<file path="src/rtl/ula_op_sequencer_pkg.sv">
// Shared opcodes, FSM encoding and latency lookup for the ULA op sequencer.
// Optional Zero flag is enabled by defining ULA_ZERO_FLAG_EN.
package ula_pkg;

  localparam logic [2:0] OP_NOTUSE = 3'd0;
  localparam logic [2:0] OP_ADD    = 3'd1;
  localparam logic [2:0] OP_SUB    = 3'd2;
  localparam logic [2:0] OP_MUL    = 3'd3;
  localparam logic [2:0] OP_DIV    = 3'd4;
  localparam logic [2:0] OP_AND    = 3'd5;
  localparam logic [2:0] OP_OR     = 3'd6;
  localparam logic [2:0] OP_XOR    = 3'd7;

  typedef enum logic [1:0] {
    ST_IDLE = 2'd0,
    ST_EXEC = 2'd1,
    ST_DONE = 2'd2
  } state_t;

  // NotUse has no settle time; it never reaches EXEC, so 1 keeps the load value legal.
  function automatic int op_latency(input logic [2:0] op, input int add_lat,
                                    input int mul_lat, input int div_lat,
                                    input int log_lat);
    case (op)
      OP_ADD, OP_SUB:        op_latency = add_lat;
      OP_MUL:                op_latency = mul_lat;
      OP_DIV:                op_latency = div_lat;
      OP_AND, OP_OR, OP_XOR: op_latency = log_lat;
      default:               op_latency = 1;
    endcase
  endfunction

  function automatic int max4(input int a, input int b, input int c, input int d);
    int m;
    m = a;
    if (b > m) m = b;
    if (c > m) m = c;
    if (d > m) m = d;
    max4 = m;
  endfunction

endpackage

</file>
<file path="src/rtl/ula_op_sequencer_if.sv">
// Request/result bundle between the op sequencer and its requester / mux bank.
// Zero exists only when ULA_ZERO_FLAG_EN is defined.
interface ula_op_sequencer_if #(
  parameter int WIDTH = 4
);
  logic             Start;
  logic [2:0]       OpCode;
  logic             DivisorZero;
  logic [WIDTH-1:0] Result_in;
  logic             Ready;
  logic [2:0]       Selector;
  logic [WIDTH-1:0] Result;
  logic             Done;
  logic             Error;
`ifdef ULA_ZERO_FLAG_EN
  logic             Zero;

  modport master (
    output Start, OpCode, DivisorZero, Result_in,
    input  Ready, Selector, Result, Done, Error, Zero
  );
  modport slave (
    input  Start, OpCode, DivisorZero, Result_in,
    output Ready, Selector, Result, Done, Error, Zero
  );
`else
  modport master (
    output Start, OpCode, DivisorZero, Result_in,
    input  Ready, Selector, Result, Done, Error
  );
  modport slave (
    input  Start, OpCode, DivisorZero, Result_in,
    output Ready, Selector, Result, Done, Error
  );
`endif
endinterface

</file>
<file path="src/rtl/ula_op_sequencer_settle_counter.sv">
// Settle-time down counter: load, decrement to zero and saturate there.
module ula_settle_counter #(
  parameter int CNT_W = 4
) (
  input  logic             i_clk,
  input  logic             i_rst_n,
  input  logic             i_load,
  input  logic [CNT_W-1:0] i_load_val,
  input  logic             i_dec,
  output logic             o_zero
);

  logic [CNT_W-1:0] r_cnt;

  always_ff @(posedge i_clk) begin
    if (!i_rst_n) begin
      r_cnt <= '0;
    end else if (i_load) begin
      r_cnt <= i_load_val;
    end else if (i_dec && (r_cnt != '0)) begin
      r_cnt <= r_cnt - 1'b1;
    end
  end

  assign o_zero = (r_cnt == '0);

endmodule

</file>
<file path="src/rtl/ula_op_sequencer.sv">
// ULA op sequencer: latches an opcode onto the mux-bank selector, waits its settle
// time, captures the result. Defining ULA_ZERO_FLAG_EN adds the registered Zero flag.
module ula_op_sequencer
  import ula_pkg::*;
#(
  parameter int WIDTH   = 4,
  parameter int ADD_LAT = 1,
  parameter int MUL_LAT = 3,
  parameter int DIV_LAT = 6,
  parameter int LOG_LAT = 1
) (
  input  logic                Clock,
  input  logic                Reset_n,
  ula_op_sequencer_if.slave   bus
);

  localparam int MAX_LAT = max4(ADD_LAT, MUL_LAT, DIV_LAT, LOG_LAT);
  localparam int CNT_W   = $clog2(MAX_LAT) + 1;

  state_t           r_state, w_state_nxt;
  logic [2:0]       r_sel, w_sel_nxt;
  logic [WIDTH-1:0] r_result, w_result_nxt;
  logic             r_error, w_error_nxt;
  logic             r_done;
  logic             r_ready;
  logic             w_load, w_dec, w_cnt_zero;
  logic [CNT_W-1:0] w_load_val;
`ifdef ULA_ZERO_FLAG_EN
  logic             r_zero, w_zero_nxt;
`endif

  ula_settle_counter #(.CNT_W(CNT_W)) u_settle (
    .i_clk      (Clock),
    .i_rst_n    (Reset_n),
    .i_load     (w_load),
    .i_load_val (w_load_val),
    .i_dec      (w_dec),
    .o_zero     (w_cnt_zero)
  );

  always_comb begin
    w_state_nxt  = r_state;
    w_sel_nxt    = r_sel;
    w_result_nxt = r_result;
    w_error_nxt  = r_error;
    w_load       = 1'b0;
    w_dec        = 1'b0;
    w_load_val   = CNT_W'(op_latency(bus.OpCode, ADD_LAT, MUL_LAT, DIV_LAT, LOG_LAT) - 1);
`ifdef ULA_ZERO_FLAG_EN
    w_zero_nxt   = r_zero;
`endif
    case (r_state)
      ST_IDLE: begin
        if (bus.Start) begin
          w_sel_nxt = bus.OpCode;
          w_load    = 1'b1;
          if (bus.OpCode == OP_NOTUSE) begin
            w_state_nxt  = ST_DONE;
            w_result_nxt = '0;
            w_error_nxt  = 1'b1;
`ifdef ULA_ZERO_FLAG_EN
            w_zero_nxt   = 1'b0;
`endif
          end else if ((bus.OpCode == OP_DIV) && bus.DivisorZero) begin
            w_state_nxt  = ST_DONE;
            w_result_nxt = '1;
            w_error_nxt  = 1'b1;
`ifdef ULA_ZERO_FLAG_EN
            w_zero_nxt   = 1'b0;
`endif
          end else begin
            w_state_nxt = ST_EXEC;
            w_error_nxt = 1'b0;
          end
        end
      end
      // Mux bank is considered settled on the cycle the counter reads zero.
      ST_EXEC: begin
        if (w_cnt_zero) begin
          w_state_nxt  = ST_DONE;
          w_result_nxt = bus.Result_in;
`ifdef ULA_ZERO_FLAG_EN
          w_zero_nxt   = (bus.Result_in == '0);
`endif
        end else begin
          w_dec = 1'b1;
        end
      end
      ST_DONE: w_state_nxt = ST_IDLE;
      default: w_state_nxt = ST_IDLE;
    endcase
  end

  // Done/Ready are registered from the next state so they line up with it.
  always_ff @(posedge Clock) begin
    if (!Reset_n) begin
      r_state  <= ST_IDLE;
      r_sel    <= '0;
      r_result <= '0;
      r_error  <= 1'b0;
      r_done   <= 1'b0;
      r_ready  <= 1'b1;
`ifdef ULA_ZERO_FLAG_EN
      r_zero   <= 1'b0;
`endif
    end else begin
      r_state  <= w_state_nxt;
      r_sel    <= w_sel_nxt;
      r_result <= w_result_nxt;
      r_error  <= w_error_nxt;
      r_done   <= (w_state_nxt == ST_DONE);
      r_ready  <= (w_state_nxt == ST_IDLE);
`ifdef ULA_ZERO_FLAG_EN
      r_zero   <= w_zero_nxt;
`endif
    end
  end

  assign bus.Ready    = r_ready;
  assign bus.Selector = r_sel;
  assign bus.Result   = r_result;
  assign bus.Done     = r_done;
  assign bus.Error    = r_error;
`ifdef ULA_ZERO_FLAG_EN
  assign bus.Zero     = r_zero;
`endif

endmodule
</file>
<file path="src/flat_wrapper.sv">
// flat-port wrapper written by rule: the top's interface ports become plain ports
module ula_op_sequencer_flat import ula_pkg::*;
#(
  parameter int WIDTH   = 4,
  parameter int ADD_LAT = 1,
  parameter int MUL_LAT = 3,
  parameter int DIV_LAT = 6,
  parameter int LOG_LAT = 1
)
  (Clock, Reset_n, bus_Start, bus_OpCode, bus_DivisorZero, bus_Result_in, bus_Ready, bus_Selector, bus_Result, bus_Done, bus_Error);
  ula_op_sequencer_if #(.WIDTH(WIDTH)) bus_i ();
  input  logic Clock;
  input  logic Reset_n;
  input wire logic [$bits(bus_i.Start)-1:0] bus_Start;
  input wire logic [$bits(bus_i.OpCode)-1:0] bus_OpCode;
  input wire logic [$bits(bus_i.DivisorZero)-1:0] bus_DivisorZero;
  input wire logic [$bits(bus_i.Result_in)-1:0] bus_Result_in;
  output wire logic [$bits(bus_i.Ready)-1:0] bus_Ready;
  output wire logic [$bits(bus_i.Selector)-1:0] bus_Selector;
  output wire logic [$bits(bus_i.Result)-1:0] bus_Result;
  output wire logic [$bits(bus_i.Done)-1:0] bus_Done;
  output wire logic [$bits(bus_i.Error)-1:0] bus_Error;
  assign bus_i.Start = bus_Start;
  assign bus_i.OpCode = bus_OpCode;
  assign bus_i.DivisorZero = bus_DivisorZero;
  assign bus_i.Result_in = bus_Result_in;
  assign bus_Ready = bus_i.Ready;
  assign bus_Selector = bus_i.Selector;
  assign bus_Result = bus_i.Result;
  assign bus_Done = bus_i.Done;
  assign bus_Error = bus_i.Error;
  ula_op_sequencer #(.WIDTH(WIDTH), .ADD_LAT(ADD_LAT), .MUL_LAT(MUL_LAT), .DIV_LAT(DIV_LAT), .LOG_LAT(LOG_LAT)) u_core (.Clock(Clock), .Reset_n(Reset_n), .bus(bus_i));
endmodule
</file>
<file path="config.mk">
export PLATFORM = sky130hd
export DESIGN_NAME = ula_op_sequencer_flat
export DESIGN_NICKNAME = d
export VERILOG_FILES = /design/src/rtl/ula_op_sequencer_pkg.sv /design/src/rtl/ula_op_sequencer_if.sv /design/src/rtl/ula_op_sequencer_settle_counter.sv /design/src/rtl/ula_op_sequencer.sv /design/src/flat_wrapper.sv
export SDC_FILE = /design/constraint.sdc
export NUM_CORES = 1
export LEC_CHECK = 0
export BUFFER_PORTS_ARGS = -buffer_cell sky130_fd_sc_hd__buf_2
export CAP_MARGIN = 25
export CORE_MARGIN = 4
export CORE_UTILIZATION = 48
export CTS_BUF_LIST = sky130_fd_sc_hd__clkbuf_8 sky130_fd_sc_hd__clkbuf_16
export DETAILED_ROUTE_END_ITERATION = 7
export PLACE_DENSITY = 0.76
export SYNTH_ARGS = -nofsm -noshare
export SYNTH_HDL_FRONTEND = slang
export SYNTH_SLANG_ARGS = --single-unit
</file>
<file path="constraint.sdc">
create_clock -name Clock -period 2.6 [get_ports Clock]
set_clock_uncertainty 0.15 [all_clocks]
set_input_delay 0.13 -clock Clock [delete_from_list [all_inputs] [get_ports Clock]]
set_output_delay 0.13 -clock Clock [all_outputs]
set_load 0.05 [all_outputs]
</file>
Yosys cells after proc, flatten, opt, wreduce, memory -nomap -nowiden:

Index checks and enable logic that the tools add are counted.
W data, S select, Z words.

* bits in registers: 16
* bits of input ports: 11
* output and inout bits: 10
* logic and storage cells: 46

* $add $sub $neg: 2
* equal/unequal tests: 7
* muxes and demuxes: 19
* reductions and logical operators: 11

Operator list (number)
* $mux W4: 6
* $mux W2: 4
* $pmux W4 S2: 1
* $mux W1: 6
* $pmux W3 S2: 1
* $logic_not A2 Y1: 2
* $logic_not A4 Y1: 1
* $ne A2 B2 Y1 const B: 2
* $pmux W2 S2: 1
* $reduce_and A4 Y1: 1
* $reduce_bool A2 Y1: 2
* $reduce_bool A4 Y1: 1
* $sub A3 B1 Y4 const B: 1
* $sub A4 B1 Y4 const B: 1
* $eq A3 B2 Y1 const B: 1
* $eq A3 B3 Y1 const B: 1
* $logic_not A3 Y1: 1
* $ne A3 B1 Y1 const B: 1
* $eq A2 B1 Y1 const B: 1
* $eq A2 B2 Y1 const B: 1
* $logic_and A1 B1 Y1: 2
* $reduce_and A2 Y1: 1

Longest topological paths before layout:

Gate-level depths: netlist of the first run.

* depth in word-level cells: 7
* depth in mapped cells: 8
* mapped depth without buffers: 7

Cells and area by module:

From an unflattened synthesis of the first run, not the netlist that was laid out.

* cells, all modules: 84
* area, all modules: 780.7 sq um

By module, submodules not included
* ula_op_sequencer: times used 1, cells each 53, area an instance 524.3 sq um, sequential area each 240.2 sq um
* ula_settle_counter: times used 1, cells each 31, area an instance 256.5 sq um, sequential area each 80.1 sq um

Worst setup path after synthesis of the first run:

No wires, ideal clock.

* path type: reg-to-reg
* start: register u_core.r_state[1]
* end: register u_core.u_settle.r_cnt[2]
* setup time: 0.119 ns
* arrival: 1.558 ns
* slack: 0.772 ns
* stages on the path, launching flop included: 9
* buffers on the path: 1
* period minus slack after synthesis: 1.828 ns
* cells stage by stage: dfxtp_1 > nor3b_1 > clkbuf_1 > nand2_1 > a21boi_0 > ha_1 > xnor2_1 > o21ai_0 > a21oi_1

* word-level cells in the longest chain between the ends: 4

Ends and longest elaborated chain
* start, declared: line ula_op_sequencer.sv:20 `state_t r_state, w_state_nxt;`
* start signal, assigned: line ula_op_sequencer.sv:107 `r_state <= w_state_nxt;`
* $eq A2 B1 Y1: line ula_op_sequencer.sv:52 `case (r_state)`
* $mux W1: line ula_op_sequencer.sv:52
* $logic_and A1 B1 Y1: line ula_op_sequencer_settle_counter.sv:20 `end else if (i_dec && (r_cnt != '0)) begin`
* $reduce_bool A2 Y1 (no source line)
* end signal, assigned: line ula_op_sequencer_settle_counter.sv:19 `r_cnt <= i_load_val;`
* end signal, assigned: line ula_op_sequencer_settle_counter.sv:21 `r_cnt <= r_cnt - 1'b1;`
* end, declared: line ula_op_sequencer_settle_counter.sv:13 `logic [CNT_W-1:0] r_cnt;`

Parallel ways exist; a longest one is shown, timed or not.
A chain may end at the register's enable or synchronous reset.

Worst setup path after layout of the first run:

* start: input port bus_Start
* end: register u_core.u_settle.r_cnt[2]

* word-level cells in the longest chain between the ends: 3

Ends and longest elaborated chain
* start, declared: line flat_wrapper.sv:14 `input wire logic [$bits(bus_i.Start)-1:0] bus_Start;`
* $mux W1 *: line ula_op_sequencer.sv:54 `if (bus.Start) begin`
* $mux W1 *: line ula_op_sequencer.sv:52
* $mux W4 / $reduce_bool A2 Y1 (equally long branches)

Every way passes the cells marked *; elsewhere a longest branch is shown, timed or not.

==> qor.csv, run 1 <==
metric;value;unit
fin_crit;2100;ps
post_cts_resize_count;0;
synth_cell_type_count;29;
wire_per_inst;13.6;µm
start_kind;input pin;
fin_crit_sh;0.809;
start_util;0.536;
ant_nets;0;
synth_top_family_by_area;compound AO/OA/AOI/OAI gates;
nNetsFinal;112;
crit_chain;dlygate4sd3_1, buf_2, or3b_1, a21boi_0, ha_1, nand2_1, a21oi_1, a21oi_1;
min_path_cells;3;
hpwlAfterDp;1120;µm
core;1370;µm²
synthXorXnorAreaFrac;0.0120;
max_stage_delay;520;ps
grt_max_degree;14;
worstPathRequired;2590;ps
finalSetupViolations;0;
path_delay_family;buffers and inverters;
antenna_cells;0;
rsz0062_at_grt;no;
hold_class;input pin to flip-flop;
place_congestion;0.763;
cts_sinks;16;
peakVddDrop;414;µV
status;completed;
maxSlewHeadroom;0.711;
tns;0;ps
clkLatencyLatePin;250;ps
cts.path.max_buffers;2;
cts-root-buf;clkbuf_8;
cp_num_buf_inv;2;
fin_util;0.667;
antenna_found_initial;0;
timing.fmax;475;MHz
synth_area;732;µm²
dpl.cell_count;109;
slew_violations;0;
drv_cap;0;
drc;0;
p_leak;0.441;nW
via_per_inst;5.64;
worst-path-max-fanout;9;
yosys.area_share.simple;0.181;
hold_slack;9.99;ps
die_w;47.1;µm
fp.dieH;47.1;µm
final_cells;114;
syn-num-nets;88;
htreeDepth;1;
cts_tree;done;
seq_area_frac_synth;0.438;
port_buffers;20;
rows;13;
grt-ovfl-total;0;
drt_iter0_drc;11;
grt_pass1_vias;589;
yosys_warnings;0;
ioPinCount;21;
track_usage;0.165;
cpMaxStageDelayCell;dlygate4sd3_1;
drt_wl_total;1550;µm
reg2reg_depth;6;
firstDrtPassIters;4;
grt_pass1_wl;2540;µm
synth_compound_area_frac;0.316;
route.vias.total;643;
path_clk_slew;60;ps
powerDensity;776;nW/µm²
die_area;2210;µm²
ys_ff_latch;16;
avgSynthCellArea;9.63;µm²
critPathKind;input pin to flip-flop;
crit_cells;8;
cp_common_cell;a21oi_1;
syn-instance-count;76;
areaGrowthSynthToFinish;24.4;%
synthMuxAreaShare;0.0137;
synth-adder-area-share;0.0171;
crit_arrival;2090;ps
hold_viol;0;
worstMarginPinSlew;431;ps
drive_gt1_frac;0.283;
cts_buffers;3;
cp-end-kind;flip-flop;
## synthesized netlist by cell type
library cell,count,share of area
a21boi_0,5,0.051
a21o_1,4,0.041
a21oi_1,4,0.027
and2_1,2,0.017
buf_2,1,0.0068
clkbuf_1,2,0.010
dfxtp_1,16,0.44
ha_1,1,0.017
inv_1,1,0.0051
mux2i_1,1,0.014
nand2_1,11,0.056
nand2b_1,1,0.0086
nand3b_1,1,0.010
nor2_1,1,0.0051
nor2b_1,3,0.026
nor3b_1,1,0.010
o2111a_1,1,0.015
o211a_1,4,0.055
o211ai_1,2,0.021
o21a_1,1,0.010
o21ai_0,4,0.027
o21ai_1,1,0.0068
o311a_1,1,0.014
o31ai_2,1,0.017
o32a_4,1,0.031
or3_1,1,0.0086
or3_4,1,0.015
or3b_1,2,0.024
xnor2_1,1,0.012
## layout by cell type, fill, tap and decap left out, drive strengths merged, types with 2 or more instances in the layout
master   n
o211a    4
o211ai   2
nand2   11
clkbuf   4
nor2b    3
buf     21
a21boi   5
or3      2
dfxtp   16
or3b     2
and2     2
a21oi    4
a21o     4
o21ai    5
## routing by layer
| layer | track usage | share of wire | vias to the layer above |
|---|---|---|---|
| met5 | 0 | 0 | - |
| met4 | 0.0829 | 0.014 | 0 |
| met3 | 0.0383 | 0.045 | 4 |
| met2 | 0.260 | 0.49 | 11 |
| met1 | 0.211 | 0.45 | 306 |
| li1 | - | - | 322 |
## power breakdown
part           internal, W  total, W  leakage (nW)  switching [W]
Combinational    0.0000729  0.000200         0.281       0.000127
Sequential        0.000272  0.000288         0.131      0.0000158
Clock             0.000134  0.000219        0.0288      0.0000849
## flip-flops by register name, summed over array words and instances, names as in the netlist
signal	cells
u_core.bus.Result	4
u_core.u_settle.r_cnt	4
u_core.r_state	2
u_core.bus.Error	1
u_core.bus.Done	1
u_core.bus.Ready	1
u_core.bus.Selector	3
## final cells by class
| cell class | instances | area (µm²) |
|---|---|---|
| clock buffer | 4 | 55.1 |
| fill | 116 | 455 |
| inverter | 1 | 3.75 |
| multi-input combinational | 56 | 395 |
| sequential | 16 | 320 |
| tap | 15 | 18.8 |
| timing repair buffer | 22 | 118 |
## path summary, 6_finish.rpt
path / startpoint / endpoint / slack [ps]
worst max-delay path: bus_Start / u_core.u_settle.r_cnt[2] / 500
worst min-delay path: bus_OpCode[2] / u_core.bus.Selector[2] / 10
worst max register to register: u_core.r_state[1] / u_core.u_settle.r_cnt[2] / 640
worst min register to register: u_core.bus.Selector[1] / u_core.bus.Selector[1] / 310
## per-stage QoR
| stage | setup WS (ps) | power [W] | instance area (µm²) |
|---|---|---|---|
| floorplan | 772 | 0.000445 | 732 |
| global placement | 784 | 0.000485 | 846 |
| detailed placement | 657 | 0.000491 | 846 |
| CTS | 497 | 0.000709 | 911 |
| global route | 341 | 0.000744 | 911 |
| finish | 497 | 0.000707 | 911 |
## what timing repair did
action,in CTS,in global routing
endpoints found under the hold margin,1,0
setup buffers,0,0
hold buffers,1,0
## tightest hold or removal path: stages
cell	delay [ps]
buf_2	120
nand2_1	50
a21boi_0	60
## cell families after synthesis
family | Yosys count
XOR/XNOR | 1
AND/OR/NAND/NOR | 24
multiplexers | 1
buffers and inverters | 4
adder cells (fa/ha/maj) | 1
AO/OA/AOI/OAI | 29
flip-flops | 16
No activity file was read; power rests on OpenSTA's default activity.
==> inputs of run 2 (changes only) <==
- ABC_AREA: unset -> 1
- CORE_UTILIZATION: 48 -> 50
- PLACE_DENSITY: 0.76 -> 0.77
- clock period: 2.6 -> 1.95 ns (I/O delays scaled with it)
==> qor.csv, run 2 <==
metric;value;unit
status;completed;
tns;0;ps
nNetsFinal;154;
rows;14;
final_common_cell;nand2_1;
synthMuxAreaShare;0;
cpMaxStageDelayCell;dlygate4sd3_1;
htreeDepth;1;
wire_per_inst;10.4;µm
cts_sinks;16;
timing.fmax;585;MHz
reg2reg_depth;11;
synth_common_cells;nand2_1, nor2_1, dfxtp_1;
drt_iter0_drc;9;
die_area;2370;µm²
via_per_inst;4.90;
r2r_slack;280;ps
slew_violations;0;
cts.path.max_buffers;2;
synth_area;830;µm²
powerDensity;1000;nW/µm²
firstDrtPassIters;4;
drv_cap;0;
crit_arrival;1700;ps
synth_top_family_by_area;simple AND/OR/NAND/NOR gates;
start_kind;input pin;
yosys_warnings;0;
ctsHoldBuffers;3;
worst-path-max-fanout;3;
rsz0062_at_grt;no;
grt_max_degree;13;
grt-ovfl-total;0;
areaGrowthSynthToFinish;22.8;%
layout_common_cells;nand2_1, buf_2, nor2_1;
yosys.area_share.simple;0.391;
cts_buffers;3;
finalSetupViolations;0;
crit_chain;dlygate4sd3_1, buf_2, nor2_1, nand2_1, nand2_1, nand2_1, nand2_1, inv_1, ha_1, nand3_1, nand2_1, nor2_1, nor2_1;
cp_common_cell;nand2_1;
synth.most_common_cell;nand2_1;
path_clk_slew;70;ps
synth_area_leader_cell;dfxtp_1;
post-cts-setup-buffer-count;0;
syn-num-nets;128;
antenna_cells;0;
max_stage_delay;540;ps
drt_wl_total;1640;µm
post_cts_resize_count;0;
place_congestion;0.843;
hold_class;input pin to flip-flop;
async_flop_share;0;
antenna_found_initial;0;
hold_viol;0;
fin_crit;1710;ps
p_leak;0.518;nW
synth_top_area_share;0.386;
seq_area_frac_synth;0.386;
drc;0;
die_w;48.7;µm
synthFlopType;dfxtp_1;
ant_nets;0;
worstPathRequired;1950;ps
fp.dieH;48.7;µm
port_buffers;20;
hold_slack;14.1;ps
start_util;0.538;
grt_pass1_vias;657;
peakVddDrop;502;µV
syn-instance-count;116;
dpl.cell_count;150;
final_cells;157;
hpwlAfterDp;1260;µm
synth_cell_type_count;23;
avgSynthCellArea;7.15;µm²
synthXorXnorAreaFrac;0;
cts_tree;done;
cp-end-kind;flip-flop;
grt_pass1_wl;2660;µm
maxSlewHeadroom;0.780;
critPathKind;input pin to flip-flop;
ys_ff_latch;16;
worstMarginPinSlew;329;ps
nFillCells;139;
fin_crit_sh;0.876;
min_path_cells;3;
route.vias.total;770;
core;1540;µm²
cts-root-buf;clkbuf_8;
clkLatencyLatePin;250;ps
synth-edff-count;0;
track_usage;0.139;
synth-adder-area-share;0.0151;
ioPinCount;21;
synth_area_leaders;dfxtp_1, nand2_1, nor2_1;
synth_compound_area_frac;0.124;
drive_gt1_frac;0.355;
==> run 2: kinds of logic after synthesis <==
family / after synthesis
buffers and inverters: 15
and+or+nand+nor: 69
adders and majority gates: 1
DFF: 16
AOI/OAI and AO/OA: 15
==> run 2: metrics by stage <==
step	setup WS, ps	total power, W	util	cell area [µm²]
after floorplan	411	0.000668	-	830
after global routing	137	0.00108	0.661	1020
after global placement	321	0.000725	0.606	933
final	242	0.00102	0.661	1020
after detailed placement	285	0.000731	0.606	933
after CTS	266	0.00103	0.661	1020
==> run 2: layout make-up <==
type	count	area, µm²	area share
Clock buffer	4	55.1	0.0541
Inverter	13	53.8	0.0528
Multi-Input combinational cell	85	439	0.431
Tap cell	16	20.0	0.0197
Timing Repair Buffer	23	130	0.128
Sequential cell	16	320	0.314
==> run 2: worst paths after layout <==
check                                 from                  endpoint
hold reg to reg   u_core.u_settle.r_cnt[3]  u_core.u_settle.r_cnt[3]
hold / removal               bus_OpCode[2]    u_core.bus.Selector[2]
setup reg to reg         u_core.r_state[1]  u_core.u_settle.r_cnt[2]
setup / recovery             bus_OpCode[1]  u_core.u_settle.r_cnt[2]
==> run 2: per-layer routing <==
metal  track usage  part of all wire  up-vias
met5             0                 0        -
met4        0.0673             0.013        0
met3        0.0276             0.034        4
met2         0.237              0.49       14
met1         0.164              0.46      341
li1              -                 -      411
==> run 2: worst max-delay path, delay by kind of cell <==
kind / cells / cell delay, ps
adders and majority gates: 1 / 210
buffers and inverters: 3 / 740
and+or+nand+nor: 9 / 650
==> run 2: power breakdown <==
part	switching (W)	leakage (nW)	total [W]	internal, W
registers	0.0000216	0.132	0.000389	0.000367
clock network	0.000116	0.0288	0.000295	0.000179
logic	0.000238	0.357	0.000338	0.0000999
total	0.000376	0.518	0.00102	0.000646
